--- src/rtl/mem_io_bus_pkg.sv ---
// Address map, status bit positions and region decode shared by the Hack
// CPU memory/IO bus stage.
package mem_io_bus_pkg;

    localparam logic [14:0] SCREEN_BASE = 15'h4000;
    localparam logic [14:0] IO_BASE     = 15'h6000;
    localparam logic [14:0] LED_ADDR    = 15'h6000;
    localparam logic [14:0] BUT_ADDR    = 15'h6001;
    localparam logic [14:0] UART_ADDR   = 15'h6002;

    localparam int BUT_FLAG_LSB   = 4;
    localparam int UART_CLEAR_BIT = 14;

    // Encoding doubles as the select for the write-enable demux.
    typedef enum logic [1:0] {
        REGION_RAM    = 2'd0,
        REGION_SCREEN = 2'd1,
        REGION_IO     = 2'd2,
        REGION_NONE   = 2'd3
    } region_e;

    function automatic region_e decodeRegion(input logic [14:0] addr);
        region_e r;
        if (addr < SCREEN_BASE) begin
            r = REGION_RAM;
        end else if (addr < IO_BASE) begin
            r = REGION_SCREEN;
        end else if (addr <= UART_ADDR) begin
            r = REGION_IO;
        end else begin
            r = REGION_NONE;
        end
        return r;
    endfunction

endpackage

--- src/rtl/mem_io_bus_if.sv ---
// Bundle of CPU data-port, memory/screen and board I/O signals around the
// bus stage; slave is the bus stage itself, master is everything around it.
interface mem_io_bus_if;

    logic [14:0] addressM;
    logic [15:0] outM;
    logic        writeM;
    logic [15:0] inM;
    logic [15:0] mem_din;
    logic [13:0] ram_addr;
    logic        ram_we;
    logic [15:0] ram_dout;
    logic [12:0] screen_addr;
    logic        screen_we;
    logic [15:0] screen_dout;
    logic [15:0] led;
    logic [3:0]  but;
    logic [7:0]  uart_tx_data;
    logic        uart_tx_valid;
    logic        uart_tx_ready;

    modport slave (
        input  addressM, outM, writeM, ram_dout, screen_dout, but, uart_tx_ready,
        output inM, mem_din, ram_addr, ram_we, screen_addr, screen_we, led,
               uart_tx_data, uart_tx_valid
    );

    modport master (
        output addressM, outM, writeM, ram_dout, screen_dout, but, uart_tx_ready,
        input  inM, mem_din, ram_addr, ram_we, screen_addr, screen_we, led,
               uart_tx_data, uart_tx_valid
    );

endinterface

--- src/rtl/mem_io_bus_dmux4way.sv ---
// One-bit demux primitive and the four-way write-enable demux built from it
// (outputs ordered RAM, screen, IO, none).
module Dmux (
    input  logic in_i,
    input  logic sel_i,
    output logic a_o,
    output logic b_o
);
    assign a_o = in_i & ~sel_i;
    assign b_o = in_i &  sel_i;
endmodule

module Dmux4Way (
    input  logic       in_i,
    input  logic [1:0] sel_i,
    output logic [3:0] out_o
);
    logic loHalf;
    logic hiHalf;

    Dmux uTop  (.in_i(in_i),   .sel_i(sel_i[1]), .a_o(loHalf),   .b_o(hiHalf));
    Dmux uLow  (.in_i(loHalf), .sel_i(sel_i[0]), .a_o(out_o[0]), .b_o(out_o[1]));
    Dmux uHigh (.in_i(hiHalf), .sel_i(sel_i[0]), .a_o(out_o[2]), .b_o(out_o[3]));
endmodule

--- src/rtl/mem_io_bus.sv ---
// Hack CPU data-port bus stage: address decode, write-enable routing, read
// mux, and the LED, debounced-button and UART transmit-holding registers.
module mem_io_bus
    import mem_io_bus_pkg::*;
#(
    parameter int DEBOUNCE_N = 16
) (
    input  logic          clk,
    input  logic          reset,
    mem_io_bus_if.slave   bus
);

    localparam int CW = $clog2(DEBOUNCE_N);
    localparam logic [CW-1:0] CNT_LAST = CW'(DEBOUNCE_N - 1);

    region_e     region;
    logic [3:0]  weOnehot;
    logic        ioWe;
    logic        unusedNoneWe;
    logic        ledWe;
    logic        butWe;
    logic        uartWe;

    logic [15:0] led_q;
    logic [3:0]  syncA_q;
    logic [3:0]  syncB_q;
    logic [3:0]  level_q;
    logic [3:0]  level_d;
    logic [3:0]  flags_q;
    logic [3:0]  flags_d;
    logic [3:0]  flagClr;

    logic        pending_q;
    logic        pending_d;
    logic        overrun_q;
    logic        overrun_d;
    logic [7:0]  txData_q;
    logic [7:0]  txData_d;
    logic        drain;
    logic        accept;
    logic        drop;

    logic [15:0] readData;

    assign region = decodeRegion(bus.addressM);

    Dmux4Way uWeDemux (
        .in_i  (bus.writeM),
        .sel_i (region),
        .out_o (weOnehot)
    );

    assign bus.ram_we    = weOnehot[0];
    assign bus.screen_we = weOnehot[1];
    assign ioWe          = weOnehot[2];
    assign unusedNoneWe  = weOnehot[3];

    assign ledWe  = ioWe && (bus.addressM == LED_ADDR);
    assign butWe  = ioWe && (bus.addressM == BUT_ADDR);
    assign uartWe = ioWe && (bus.addressM == UART_ADDR);

    assign bus.mem_din     = bus.outM;
    assign bus.ram_addr    = bus.addressM[13:0];
    assign bus.screen_addr = bus.addressM[12:0];

    always_ff @(posedge clk or posedge reset) begin
        if (reset) begin
            led_q <= '0;
        end else if (ledWe) begin
            led_q <= bus.outM;
        end
    end

    always_ff @(posedge clk or posedge reset) begin
        if (reset) begin
            syncA_q <= '0;
            syncB_q <= '0;
        end else begin
            syncA_q <= bus.but;
            syncB_q <= syncA_q;
        end
    end

    // Level flips only after DEBOUNCE_N consecutive disagreeing samples.
    for (genvar k = 0; k < 4; k++) begin : gDebounce
        logic [CW-1:0] count_q;
        logic [CW-1:0] count_d;
        logic          levelNext;

        always_comb begin
            levelNext = level_q[k];
            count_d   = '0;
            if (syncB_q[k] != level_q[k]) begin
                if (count_q == CNT_LAST) begin
                    levelNext = ~level_q[k];
                end else begin
                    count_d = count_q + 1'b1;
                end
            end
        end

        always_ff @(posedge clk or posedge reset) begin
            if (reset) begin
                count_q <= '0;
            end else begin
                count_q <= count_d;
            end
        end

        assign level_d[k] = levelNext;
    end

    assign flagClr = butWe ? bus.outM[BUT_FLAG_LSB +: 4] : 4'b0000;
    assign flags_d = (flags_q & ~flagClr) | (level_d & ~level_q);

    always_ff @(posedge clk or posedge reset) begin
        if (reset) begin
            level_q <= '0;
            flags_q <= '0;
        end else begin
            level_q <= level_d;
            flags_q <= flags_d;
        end
    end

    // A byte leaving on this cycle frees the slot for a same-cycle write.
    assign drain     = pending_q & bus.uart_tx_ready;
    assign accept    = uartWe & (~pending_q | drain);
    assign drop      = uartWe & pending_q & ~drain;
    assign pending_d = accept | (pending_q & ~drain);
    assign txData_d  = accept ? bus.outM[7:0] : txData_q;
    assign overrun_d = drop | (overrun_q & ~(uartWe & bus.outM[UART_CLEAR_BIT]));

    always_ff @(posedge clk or posedge reset) begin
        if (reset) begin
            pending_q <= 1'b0;
            overrun_q <= 1'b0;
            txData_q  <= '0;
        end else begin
            pending_q <= pending_d;
            overrun_q <= overrun_d;
            txData_q  <= txData_d;
        end
    end

    always_comb begin
        readData = 16'h0000;
        case (region)
            REGION_RAM:    readData = bus.ram_dout;
            REGION_SCREEN: readData = bus.screen_dout;
            REGION_IO: begin
                if (bus.addressM == LED_ADDR) begin
                    readData = led_q;
                end else if (bus.addressM == BUT_ADDR) begin
                    readData = {8'h00, flags_q, level_q};
                end else begin
                    readData = {pending_q, overrun_q, 6'b000000, txData_q};
                end
            end
            REGION_NONE:   readData = 16'h0000;
        endcase
    end

    assign bus.inM           = readData;
    assign bus.led           = led_q;
    assign bus.uart_tx_data  = txData_q;
    assign bus.uart_tx_valid = pending_q;

endmodule
--- src/flat_wrapper.sv ---
// flat-port wrapper written by rule: the top's interface ports become plain ports
module mem_io_bus_flat import mem_io_bus_pkg::*;
#(
    parameter int DEBOUNCE_N = 16
)
  (clk, reset, bus_addressM, bus_outM, bus_writeM, bus_ram_dout, bus_screen_dout, bus_but, bus_uart_tx_ready, bus_inM, bus_mem_din, bus_ram_addr, bus_ram_we, bus_screen_addr, bus_screen_we, bus_led, bus_uart_tx_data, bus_uart_tx_valid);
  mem_io_bus_if bus_i ();
  input  logic clk;
  input  logic reset;
  input wire logic [$bits(bus_i.addressM)-1:0] bus_addressM;
  input wire logic [$bits(bus_i.outM)-1:0] bus_outM;
  input wire logic [$bits(bus_i.writeM)-1:0] bus_writeM;
  input wire logic [$bits(bus_i.ram_dout)-1:0] bus_ram_dout;
  input wire logic [$bits(bus_i.screen_dout)-1:0] bus_screen_dout;
  input wire logic [$bits(bus_i.but)-1:0] bus_but;
  input wire logic [$bits(bus_i.uart_tx_ready)-1:0] bus_uart_tx_ready;
  output wire logic [$bits(bus_i.inM)-1:0] bus_inM;
  output wire logic [$bits(bus_i.mem_din)-1:0] bus_mem_din;
  output wire logic [$bits(bus_i.ram_addr)-1:0] bus_ram_addr;
  output wire logic [$bits(bus_i.ram_we)-1:0] bus_ram_we;
  output wire logic [$bits(bus_i.screen_addr)-1:0] bus_screen_addr;
  output wire logic [$bits(bus_i.screen_we)-1:0] bus_screen_we;
  output wire logic [$bits(bus_i.led)-1:0] bus_led;
  output wire logic [$bits(bus_i.uart_tx_data)-1:0] bus_uart_tx_data;
  output wire logic [$bits(bus_i.uart_tx_valid)-1:0] bus_uart_tx_valid;
  assign bus_i.addressM = bus_addressM;
  assign bus_i.outM = bus_outM;
  assign bus_i.writeM = bus_writeM;
  assign bus_i.ram_dout = bus_ram_dout;
  assign bus_i.screen_dout = bus_screen_dout;
  assign bus_i.but = bus_but;
  assign bus_i.uart_tx_ready = bus_uart_tx_ready;
  assign bus_inM = bus_i.inM;
  assign bus_mem_din = bus_i.mem_din;
  assign bus_ram_addr = bus_i.ram_addr;
  assign bus_ram_we = bus_i.ram_we;
  assign bus_screen_addr = bus_i.screen_addr;
  assign bus_screen_we = bus_i.screen_we;
  assign bus_led = bus_i.led;
  assign bus_uart_tx_data = bus_i.uart_tx_data;
  assign bus_uart_tx_valid = bus_i.uart_tx_valid;
  mem_io_bus #(.DEBOUNCE_N(DEBOUNCE_N)) u_core (.clk(clk), .reset(reset), .bus(bus_i));
endmodule
--- config.mk ---
export PLATFORM = sky130hd
export DESIGN_NAME = mem_io_bus_flat
export DESIGN_NICKNAME = d
export VERILOG_FILES = /design/src/rtl/mem_io_bus_pkg.sv /design/src/rtl/mem_io_bus_if.sv /design/src/rtl/mem_io_bus_dmux4way.sv /design/src/rtl/mem_io_bus.sv /design/src/flat_wrapper.sv
export SDC_FILE = /design/constraint.sdc
export NUM_CORES = 1
export LEC_CHECK = 0
export BUFFER_PORTS_ARGS = -buffer_cell sky130_fd_sc_hd__buf_2
export CAP_MARGIN = 40
export CORE_AREA = 2 2 64 127
export CTS_CLUSTER_SIZE = 8
export DETAILED_ROUTE_END_ITERATION = 16
export DIE_AREA = 0 0 66 129
export PLACE_DENSITY = 0.86
export SYNTH_ARGS = -nofsm -noshare
export SYNTH_HDL_FRONTEND = slang
export SYNTH_SLANG_ARGS = --single-unit
--- constraint.sdc ---
create_clock -name clk -period 2.28 [get_ports clk]
set_input_delay 0.228 -clock clk [delete_from_list [all_inputs] [get_ports clk]]
set_output_delay 0.228 -clock clk [all_outputs]
set_load 0.05 [all_outputs]
==> run_results.csv, run 1 <==
group,metric,value,unit
floorplanning,row_count,45,
route,met2_length,4957,um
floorplanning,dieArea,0.008514,sq mm
synthesis,synth-seq-cells,58,
synthesis,netlist_area,0.003299,sq mm
clock_network,clock-root-buffer,"clkbuf_16",
sta,tightest_slew,0.6466,ns
cells_and_area,layout.nets,503,
critical_path,cp_slowest_cell,"or4b_2",
global_routing,grt_max_degree,31,
cells_and_area,syn2layout_area_growth,36.33,%
route,wl_met3,561,um
route,highest_layer,"met4",
placement,io_buffers,156,
route,drt-total-wl,8764,um
synthesis,async_flop_share,1.000,
cells_and_area,final_cells,527,
synthesis,synthFlopType,"dfrtp_1",
sta,period_needed,2.276,ns
floorplanning,dieHeight,129,um
power_and_ir_drop,cellPowerDensity,630.4,mW/mm^2
sta,fmax,439.3,MHz
clock_network,numCtsBuffers,9,
floorplanning,io_pins,157,
outcome,outcome,"finished with violations",
route,post-route-drc-count,0,
critical_path,start_kind,"input pin",
synthesis,synth_cells,290,
placement,gp_congestion,0.7930,
global_routing,grt_pass1_wl,13410,um
critical_path,worst-path-buf-inv,2,
sta,finalSetupTns,0,ns
route,drt_pass1_iterations,4,
route,detail-route-antenna-nets,0,
clock_network,cts.clk_slew.worst_paths,0.05,ns
floorplanning,core,0.007545,sq mm
power_and_ir_drop,ir_drop,0.0005214,V
floorplanning,floorplan.initialDensity,0.4373,
placement,place_area,0.004115,sq mm
critical_path,path_cells,"buf_2 > or4_4 > or4b_2 > a22oi_1 > o21ai_1 > buf_6",
clock_network,cts.sinks,58,
sta,hold_viol_final,4,
cells_and_area,drive_above_1_share,0.5473,
route,wl_met1,3042,um
critical_path,cp.required,2.05,ns
global_routing,first_global_vias,2780,
critical_path,crit_path_max_incr_delay,0.72,ns
placement,dpl.cell_count,508,
route,wl_per_cell,16.63,um
route,vias,2799,
synthesis,syn-num-nets,365,
placement,dp_hpwl,6716,um
sta,drv_slew,0,
global_routing,overflow,0,
global_routing,grt_use_total,0.2108,
critical_path,worst_setup_path_end_kind,"primary output",
worst_hold_path,hold_path_class,"input pin to asynchronous set/reset pin",
critical_path,crit_family,"simple AND/OR/NAND/NOR gates",
critical_path,path_max_fanout,3,
cells_and_area,utilization,0.5962,
sta,clock_skew,0.004268,ns
sta,rsz0062_at_grt,"yes",
cells_and_area,antenna_cells,0,
critical_path,worst_ep_arrival_time,2.05,ns
route,initialDrtViolationCount,47,
synthesis,synth_edf_count,0,
floorplanning,fp.dieW,66,um
synthesis,yosys_warnings,0,
synthesis,yosysSeqAreaShare,0.4399,
clock_network,cts_tree,"yes",
sta,finalSetupViolations,0,
sta,holdWs,-0.001771,ns
synthesis,postSynthAreaPerCell,11.38,sq um
clock_network,clock_path_buffers,2,
run,drv_cap,0,
clock_network,clock_latency,0.32,ns
power_and_ir_drop,p_leak,0.002402,uW
cells_and_area,fin_area,0.004498,sq mm
critical_path,crit_type,"input pin to primary output",
outcome,violations,"hold timing",
synthesis,synth_cell_types,38,
route,routed_via_density,5.311,
sta,timing.final.crit_share,0.9985,
global_routing,grt_antenna_before_repair,0,
clock_network,htreeDepth,3,
sta,slew_headroom,0.5683,
-- sequential cells by signal, summed over array words and instances (netlist names), 4 cells and up --
signal / flops
u_core.bus.led: 16
u_core.gDebounce.count_q: 16
u_core.bus.uart_tx_data: 8
u_core.flags_q: 4
u_core.level_q: 4
u_core.syncA_q: 4
u_core.syncB_q: 4
-- synth_stat cells (all sizes together), types with 3 or more instances --
library cell	n	share of area
a21o	6	0.014
a21oi	22	0.033
a221o	6	0.018
a311oi	5	0.013
and4b	8	0.024
buf	46	0.11
clkbuf	7	0.0080
dfrtp	58	0.44
ha	4	0.015
inv	3	0.0034
mux2	28	0.11
nand2	8	0.0091
nand3	6	0.011
nand4b	3	0.013
nor2	13	0.015
nor2b	22	0.042
nor3b	5	0.011
nor4	4	0.0076
o21ai	5	0.0076
o41ai	8	0.037
xnor2	8	0.021
-- logic make-up (layout without fill, tap and decap cells) --
logic type / after synthesis / after routing / synth area share
buf+inv: 56 / 199 / 0.1183
flops: 58 / 58 / 0.4399
simple gates: 79 / 79 / 0.1642
compound gates: 57 / 57 / 0.1342
mux: 28 / 28 / 0.1069
fa+ha+maj: 4 / 4 / 0.01517
xor+xnor: 8 / 8 / 0.02124
-- repair_timing --
item | in CTS | in global routing
hold endpoints to repair | 2 | 0
pin swaps | 0 | 0
resized for setup | 21 | 5
hold buffers | 2 | 0
endpoints found under the setup margin | 10 | 16
setup buffers | 0 | 1
-- placed cells by master, fill, tap and decap left out, types with 6 or more instances in the layout --
cell type / n
buf_2: 141
dfrtp_1: 58
a21oi_1: 22
nor2b_1: 22
buf_4: 20
mux2_2: 18
nor2_1: 13
buf_6: 11
mux2_4: 10
clkbuf_16: 9
and4b_1: 8
nand2_1: 8
o41ai_4: 8
xnor2_1: 8
a221o_1: 6
a21o_1: 6
-- layout make-up --
cell class | instances | area (sq um)
clock inverters | 3 | 15.01
repair buffers | 180 | 1082
multi-input cells | 176 | 1570
fillers | 623 | 3047
well taps | 94 | 117.6
clock buffers | 13 | 250.2
flip-flops and latches | 58 | 1451
inverters | 3 | 11.26
-- where the power goes --
group | total [uW] | leakage, uW | internal, uW | switching, uW
registers | 1080 | 0.000782 | 1060 | 23.6
clock network | 1190 | 0.000133 | 757 | 428
logic | 570 | 0.00149 | 188 | 382
total | 2840 | 0.00240 | 2000 | 834
-- metrics by stage --
| stage | hold WS (ns) | power, uW | setup WS (ns) |
|---|---|---|---|
| finish | -0.001771 | 2835 | 0.003529 |
| global route | 0.006984 | 2945 | -0.05571 |
| global placement | 0.3315 | 1627 | -0.04482 |
| detailed placement | 0.3356 | 1642 | -0.08977 |
| CTS | 0.001619 | 2866 | -0.005275 |
| floorplan | 0.2594 | 1513 | -0.1817 |
-- worst reg2reg max path, cell delays in order, from the launching register on --
cell,delay [ns]
dfrtp_1,0.41
ha_1,0.28
nand3_1,0.13
mux2_2,0.34
-- worst paths after layout --
path / endpoint / from / cells after the start / slack (ns)
setup / recovery: bus_inM[14] / bus_addressM[6] / 6 / 0.004
hold / removal: u_core.syncA_q[2] / reset / 2 / -0.002
setup reg to reg: u_core.level_q[1] / u_core.gDebounce[1].count_q[0] / 3 / 1.01
hold reg to reg: u_core.syncB_q[3] / u_core.syncA_q[3] / 0 / 0.35
max in group asynchronous: u_core.gDebounce[0].count_q[0] / reset / 3 / 1.70
min in group clk: u_core.syncA_q[1] / bus_but[1] / 1 / 0.01
-- routing by layer --
| metal | up-vias | GRT usage |
|---|---|---|
| met1 | 1363 | 0.2114 |
| met3 | 16 | 0.04895 |
| met5 | - | 0 |
| li1 | 1298 | - |
| met4 | 0 | 0.08043 |
| met2 | 122 | 0.4046 |
Note: power is estimated with default switching activity, not from simulation.
==> run 2: changes to the inputs <==
clock period = 2.6 ns   (was 2.28 ns; I/O delays follow)
==> run 2 against run 1 <==
  * The flow now finishes without violations
  * First-iteration DRC count increased by 81%
  * Clock skew about the same
  * Combinational power decreased by 20%
  * Largest cell class unchanged
  * Non-clock buffer count decreased by 12
  * Largest power group unchanged
  * Register-to-register slack improved by 0.26 ns
  * Total power decreased by 12%
==> run_results.csv, run 2 (synthesis gave the netlist of run 1 again) <==
group,metric,value,unit
cells_and_area,mostFrequentLayoutCells,"155 x buf_2, 58 x dfrtp_1, 22 x a21oi_1, 22 x nor2b_1, 18 x mux2_2",
cells_and_area,fillers,663,
power_and_ir_drop,p_sw_frac,0.2879,
clock_network,clock_path_buffers,2,
floorplanning,fp.dieW,66,um
sta,timing.final.crit_share,0.9802,
critical_path,crit_type,"input pin to primary output",
clock_network,clock_latency,0.32,ns
sta,tightest_slew,0.6316,ns
global_routing,grt_max_degree,34,
cells_and_area,layout.nets,491,
run,drv_cap,0,
critical_path,crit_top_cell,"buf_2",
route,post-route-drc-count,0,
route,initialDrtViolationCount,85,
cells_and_area,fin_area,0.004205,sq mm
power_and_ir_drop,comb_power_share,0.183,
floorplanning,dieHeight,129,um
global_routing,grt_pass1_wl,13340,um
cells_and_area,utilization,0.5574,
sta,drv_slew,0,
cells_and_area,drive_above_1_share,0.5321,
sta,clock_skew,0.004584,ns
placement,place_area,0.003909,sq mm
outcome,outcome,"finished clean",
route,met2_length,5165,um
clock_network,htreeDepth,3,
placement,dp_hpwl,6965,um
critical_path,path_max_fanout,5,
cells_and_area,final_common_cell,"buf_2",
route,highest_layer,"met4",
critical_path,crit_path_max_incr_delay,0.67,ns
critical_path,start_kind,"input pin",
sta,rsz0062_at_grt,"no",
placement,gp_congestion,0.9116,
global_routing,grt_use_total,0.2131,
cells_and_area,antenna_cells,0,
power_and_ir_drop,p_int,1778,uW
sta,slew_headroom,0.5750,
power_and_ir_drop,clockPowerShare,0.437,
critical_path,worst_setup_path_end_kind,"primary output",
clock_network,cts.sinks,58,
power_and_ir_drop,pwr-share-seq,0.380,
sta,period_needed,2.548,ns
floorplanning,floorplan.initialDensity,0.4373,
global_routing,overflow,0,
floorplanning,dieArea,0.008514,sq mm
route,wl_per_cell,17.46,um
critical_path,path_cells,"buf_2 > or4_1 > or4b_2 > a22oi_1 > o21ai_0 > buf_2",
power_and_ir_drop,cellPowerDensity,593.9,mW/mm^2
route,routed_via_density,5.326,
power_and_ir_drop,p_total,2498,uW
route,vias,2743,
clock_network,cts_tree,"yes",
clock_network,cts_setup_buffers,0,
placement,io_buffers,156,
power_and_ir_drop,ir_drop,0.0004803,V
clock_network,clock-root-buffer,"clkbuf_16",
clock_network,numCtsBuffers,9,
critical_path,cp_slowest_cell,"or4b_2",
sta,fmax,392.4,MHz
worst_hold_path,hold_path_class,"input pin to flop",
sta,hold_viol_final,0,
route,wl_met1,3026,um
clock_network,cts.clk_slew.worst_paths,0.05,ns
sta,holdWs,0.04136,ns
route,drt_pass1_iterations,4,
cells_and_area,syn2layout_area_growth,27.46,%
floorplanning,core,0.007545,sq mm
power_and_ir_drop,p_sw,719.2,uW
route,wl_met3,448,um
floorplanning,io_pins,157,
global_routing,grt_antenna_before_repair,0,
critical_path,cp.required,2.34,ns
floorplanning,row_count,45,
critical_path,worst_ep_arrival_time,2.29,ns
route,drt-total-wl,8990,um
route,detail-route-antenna-nets,0,
power_and_ir_drop,p_leak,0.002306,uW
global_routing,first_global_vias,2669,
sta,finalSetupViolations,0,
run 2: through the flow:
| stage | worst slack (ns) | cells | TNS, ns |
|---|---|---|---|
| 2_1_floorplan | -0.2236 | 290 | -1.684 |
| 3_3_place_gp | 0.1037 | 498 | 0 |
| 3_5_place_dp | 0.05630 | 498 | 0 |
| 4_1_cts | 0.05286 | 515 | 0 |
| 5_1_grt | 0.003761 | 515 | 0 |
| 6_report | 0.05157 | 515 | 0 |
run 2: worst max-delay path, delay by kind of cell:
family	cells	cell delay [ns]
AND/OR/NAND/NOR	2	1.31
buffers and inverters	2	0.33
AO/OA/AOI/OAI	2	0.38
run 2: repair_timing:
item / CTS / global route
gates resized for setup: 0 / 2
hold buffers: 1 / 0
hold endpoints to repair: 10 / 0
endpoints found under the setup margin: 0 / 1
run 2: power groups by stage:
| stage | Clock [uW] | Sequential (uW) | Combinational [uW] |
|---|---|---|---|
| floorplan | 0 | 956 | 357 |
| global placement | 0 | 958 | 450 |
| detailed placement | 0 | 962 | 456 |
| CTS | 1110 | 948 | 460 |
| global route | 1150 | 950 | 486 |
| finish | 1090 | 948 | 458 |
run 2: metal layers:
metal,vias up,track usage
met5,-,0
met3,20,0.03234
met2,96,0.4082
met4,0,0.1333
met1,1356,0.2013
li1,1271,-
run 2: area by class of cell:
class / count / area [sq um] / area share
clock buffer: 14 / 274.0 / 0.06516
clock inverter: 2 / 10.01 / 0.002380
inverter: 3 / 11.26 / 0.002678
multi-input combinational: 176 / 1465 / 0.3484
sequential: 58 / 1451 / 0.3451
tap: 94 / 117.6 / 0.02797
timing repair buffer: 168 / 875.8 / 0.2083
run 2: worst paths after layout:
kind	endpoint	from	slack [ns]	cells after the start
max	bus_inM[14]	bus_addressM[10]	0.05	6
min	u_core.syncA_q[1]	bus_but[1]	0.04	1
max reg2reg	u_core.flags_q[2]	u_core.gDebounce[2].count_q[0]	1.27	4
min reg2reg	u_core.syncB_q[3]	u_core.syncA_q[3]	0.34	0
max in group asynchronous	u_core.bus.led[15]	reset	1.49	4
min in group asynchronous	u_core.syncB_q[0]	reset	0.41	3
==> run 3: changes to the inputs <==
ABC_AREA = 1   (was default)
CAP_MARGIN = default   (was 40)
==> run 3 against run 2 <==
  * Combinational power is 3% lower
  * Sequential share of layout area is 0.093 points higher
  * Non-clock buffer count is 6 lower
  * Critical path depth is 3 higher
  * Largest cell class is now registers
  * Largest power group unchanged
  * Cell count is 29% higher
  * Critical endpoint is now bus_inM[11]
==> run_results.csv, run 3 <==
group,metric,value,unit
synthesis,synth_top_area_share,0.4359,
worst_hold_path,hold_path_class,"input pin to asynchronous set/reset pin",
sta,clock_skew,0.004902,ns
synthesis,yosysSeqAreaShare,0.4359,
power_and_ir_drop,clockPowerShare,0.474,
power_and_ir_drop,cellPowerDensity,627.0,mW/mm^2
critical_path,r2r_end,"u_core.bus.uart_tx_data[0]",
critical_path,cp.required,2.34,ns
clock_network,cts_resized,0,
synthesis,async_flop_share,1.000,
clock_network,clock-root-buffer,"clkbuf_16",
synthesis,netlist_area,0.003329,sq mm
placement,io_buffers,156,
clock_network,cts_tree,"yes",
sta,finalSetupTns,0,ns
critical_path,rrSetupSlack,1.07,ns
synthesis,syn-num-nets,523,
critical_path,crit_top_cell,"nand2_1",
cells_and_area,final_cells,663,
synthesis,synth_common_cells,"115 x nand2_1, 67 x nor2_1, 58 x dfrtp_1",
route,routed_via_density,5.083,
global_routing,grt_pass1_wl,14750,um
sta,slew_headroom,0.5329,
sta,finalSetupViolations,0,
sta,rsz0062_at_grt,"no",
clock_network,clock_latency,0.33,ns
clock_network,cts.sinks,58,
sta,hold_viol_final,0,
floorplanning,dieHeight,129,um
synthesis,synth_area_leader_cell,"dfrtp_1",
route,initialDrtViolationCount,180,
clock_network,clock_path_buffers,2,
sta,period_needed,2.199,ns
cells_and_area,layout.nets,639,
clock_network,numCtsBuffers,9,
power_and_ir_drop,p_sw_frac,0.2788,
route,vias,3370,
global_routing,grt_use_total,0.2311,
floorplanning,io_pins,157,
critical_path,crit_type,"input pin to primary output",
synthesis,synth-seq-cells,58,
critical_path,reg2reg_from,"u_core.bus.uart_tx_valid",
cells_and_area,syn2layout_area_growth,25.97,%
synthesis,yosys_warnings,0,
power_and_ir_drop,ir_drop,0.0003710,V
global_routing,first_global_vias,3194,
critical_path,path_max_fanout,14,
synthesis,synth_cell_types,24,
critical_path,cp_slowest_cell,"inv_1",
cells_and_area,fillers,686,
power_and_ir_drop,p_int,1896,uW
critical_path,path_cells,"buf_2 > nor2_1 > nand2_1 > nor2_2 > nand2_1 > inv_1 > nand2_1 > a21oi_1 > buf_2",
critical_path,worst_setup_path_end_kind,"primary output",
placement,dp_hpwl,7474,um
sta,fmax,454.8,MHz
cells_and_area,final_common_cell,"buf_2",
cells_and_area,regArea,0.001451,sq mm
placement,dpl.cell_count,647,
synthesis,synth_cells,448,
sta,tightest_slew,0.6980,ns
cells_and_area,mostFrequentLayoutCells,"156 x buf_2, 115 x nand2_1, 67 x nor2_1",
route,detail-route-antenna-nets,0,
route,drt_pass1_iterations,4,
sta,timing.final.crit_share,0.8457,
critical_path,start_kind,"input pin",
synthesis,synth_most_common_cell,"nand2_1",
floorplanning,row_count,45,
cells_and_area,antenna_cells,0,
power_and_ir_drop,p_sw,733.1,uW
route,post-route-drc-count,0,
global_routing,overflow,0,
placement,gp_congestion,0.8415,
power_and_ir_drop,pwr-share-seq,0.358,
synthesis,synthFlopType,"dfrtp_1",
synthesis,postSynthAreaPerCell,7.432,sq um
cells_and_area,drive_above_1_share,0.3304,
run,drv_cap,0,
synthesis,synth_edf_count,0,
sta,drv_slew,0,
outcome,outcome,"finished clean",
critical_path,rr_worst_depth,5,
floorplanning,core,0.007545,sq mm
global_routing,grt_antenna_before_repair,0,
route,wl_per_cell,14.28,um
power_and_ir_drop,comb_power_share,0.169,
critical_path,crit_path_max_incr_delay,0.33,ns
clock_network,htreeDepth,3,
floorplanning,fp.dieW,66,um
synthesis,ys_top_cells_by_area,"dfrtp_1 44%, nand2_1 13%, buf_4 10%",
clock_network,cts.clk_slew.worst_paths,0.05,ns
route,drt-total-wl,9466,um
critical_path,worst_ep_arrival_time,1.94,ns
floorplanning,floorplan.initialDensity,0.4413,
power_and_ir_drop,p_leak,0.002359,uW
clock_network,cts_setup_buffers,0,
clock_network,hold_buffers,0,
global_routing,grt_max_degree,31,
cells_and_area,multiInputGateArea,0.001363,sq mm
floorplanning,dieArea,0.008514,sq mm
run 3: cell types whose count changed after synthesis, sizes merged, moves of 8 or more:
cell	delta
o21ai	+14
nand3	+38
nand2	+110
and4b	-8
o41ai	-8
inv	+27
a21oi	+9
mux2	-28
nor2b	-22
nor2	+59
run 3: layout make-up:
| type | instances | share of cell area |
|---|---|---|
| multi-input cells | 302 | 0.3249 |
| inverters | 31 | 0.02774 |
| well taps | 94 | 0.02804 |
| clock buffers | 11 | 0.05788 |
| flip-flops and latches | 58 | 0.3461 |
| repair buffers | 162 | 0.1969 |
| clock inverters | 5 | 0.01850 |
run 3: critical path: cells and delay by family:
family                 cells  cell delay [ns]
AND/OR/NAND/NOR            5             0.80
AO/OA/AOI/OAI              1             0.15
buffers and inverters      3             0.72
run 3: power by group through the flow:
stage	combinational, uW	clock, uW	sequential [uW]
2_1_floorplan	349	0	951
3_3_place_gp	439	0	952
3_5_place_dp	445	0	955
4_1_cts	446	1260	940
5_1_grt	475	1290	942
6_report	443	1250	941
run 3: per-stage QoR:
stage	power (uW)	area (sq um)	setup WS, ns	hold slack [ns]	util
floorplan	1300	3329	0.4721	0.2914	-
global placement	1391	3874	0.4820	0.3327	0.5134
detailed placement	1400	3874	0.4111	0.3347	0.5134
CTS	2650	4194	0.3980	0.01421	0.5559
global route	2707	4194	0.1873	0.03831	0.5559
finish	2630	4194	0.4012	0.003335	0.5559
run 3: routing by layer:
metal  track usage  part of all wire
met2        0.4373              0.56
met3       0.05332             0.074
met4        0.1441             0.046
met5             0                 0
met1        0.2115              0.32
run 3: how the worst max path moves through the flow:
stage / startpoint / endpoint / slack [ns] / cells after the start
final: bus_addressM[4] / bus_inM[11] / 0.40 / 9
after CTS: bus_addressM[4] / bus_inM[11] / 0.40 / 9
after global routing: bus_addressM[4] / bus_inM[10] / 0.19 / 9
after detailed placement: bus_addressM[4] / u_core.bus.led[14] / 0.41 / 10
after floorplan: bus_addressM[14] / bus_screen_we / 0.47 / 4
after global placement: bus_addressM[4] / bus_inM[12] / 0.48 / 9
run 3: logic make-up (layout without fill, tap and decap cells):
kind of cell	count (synthesis)	in the layout	share of synthesized area
fa+ha+maj	4	4	0.01503
xor+xnor	7	7	0.01841
simple gates	240	240	0.2984
buf+inv	88	209	0.1548
flops	58	58	0.4359
compound gates	51	51	0.07742
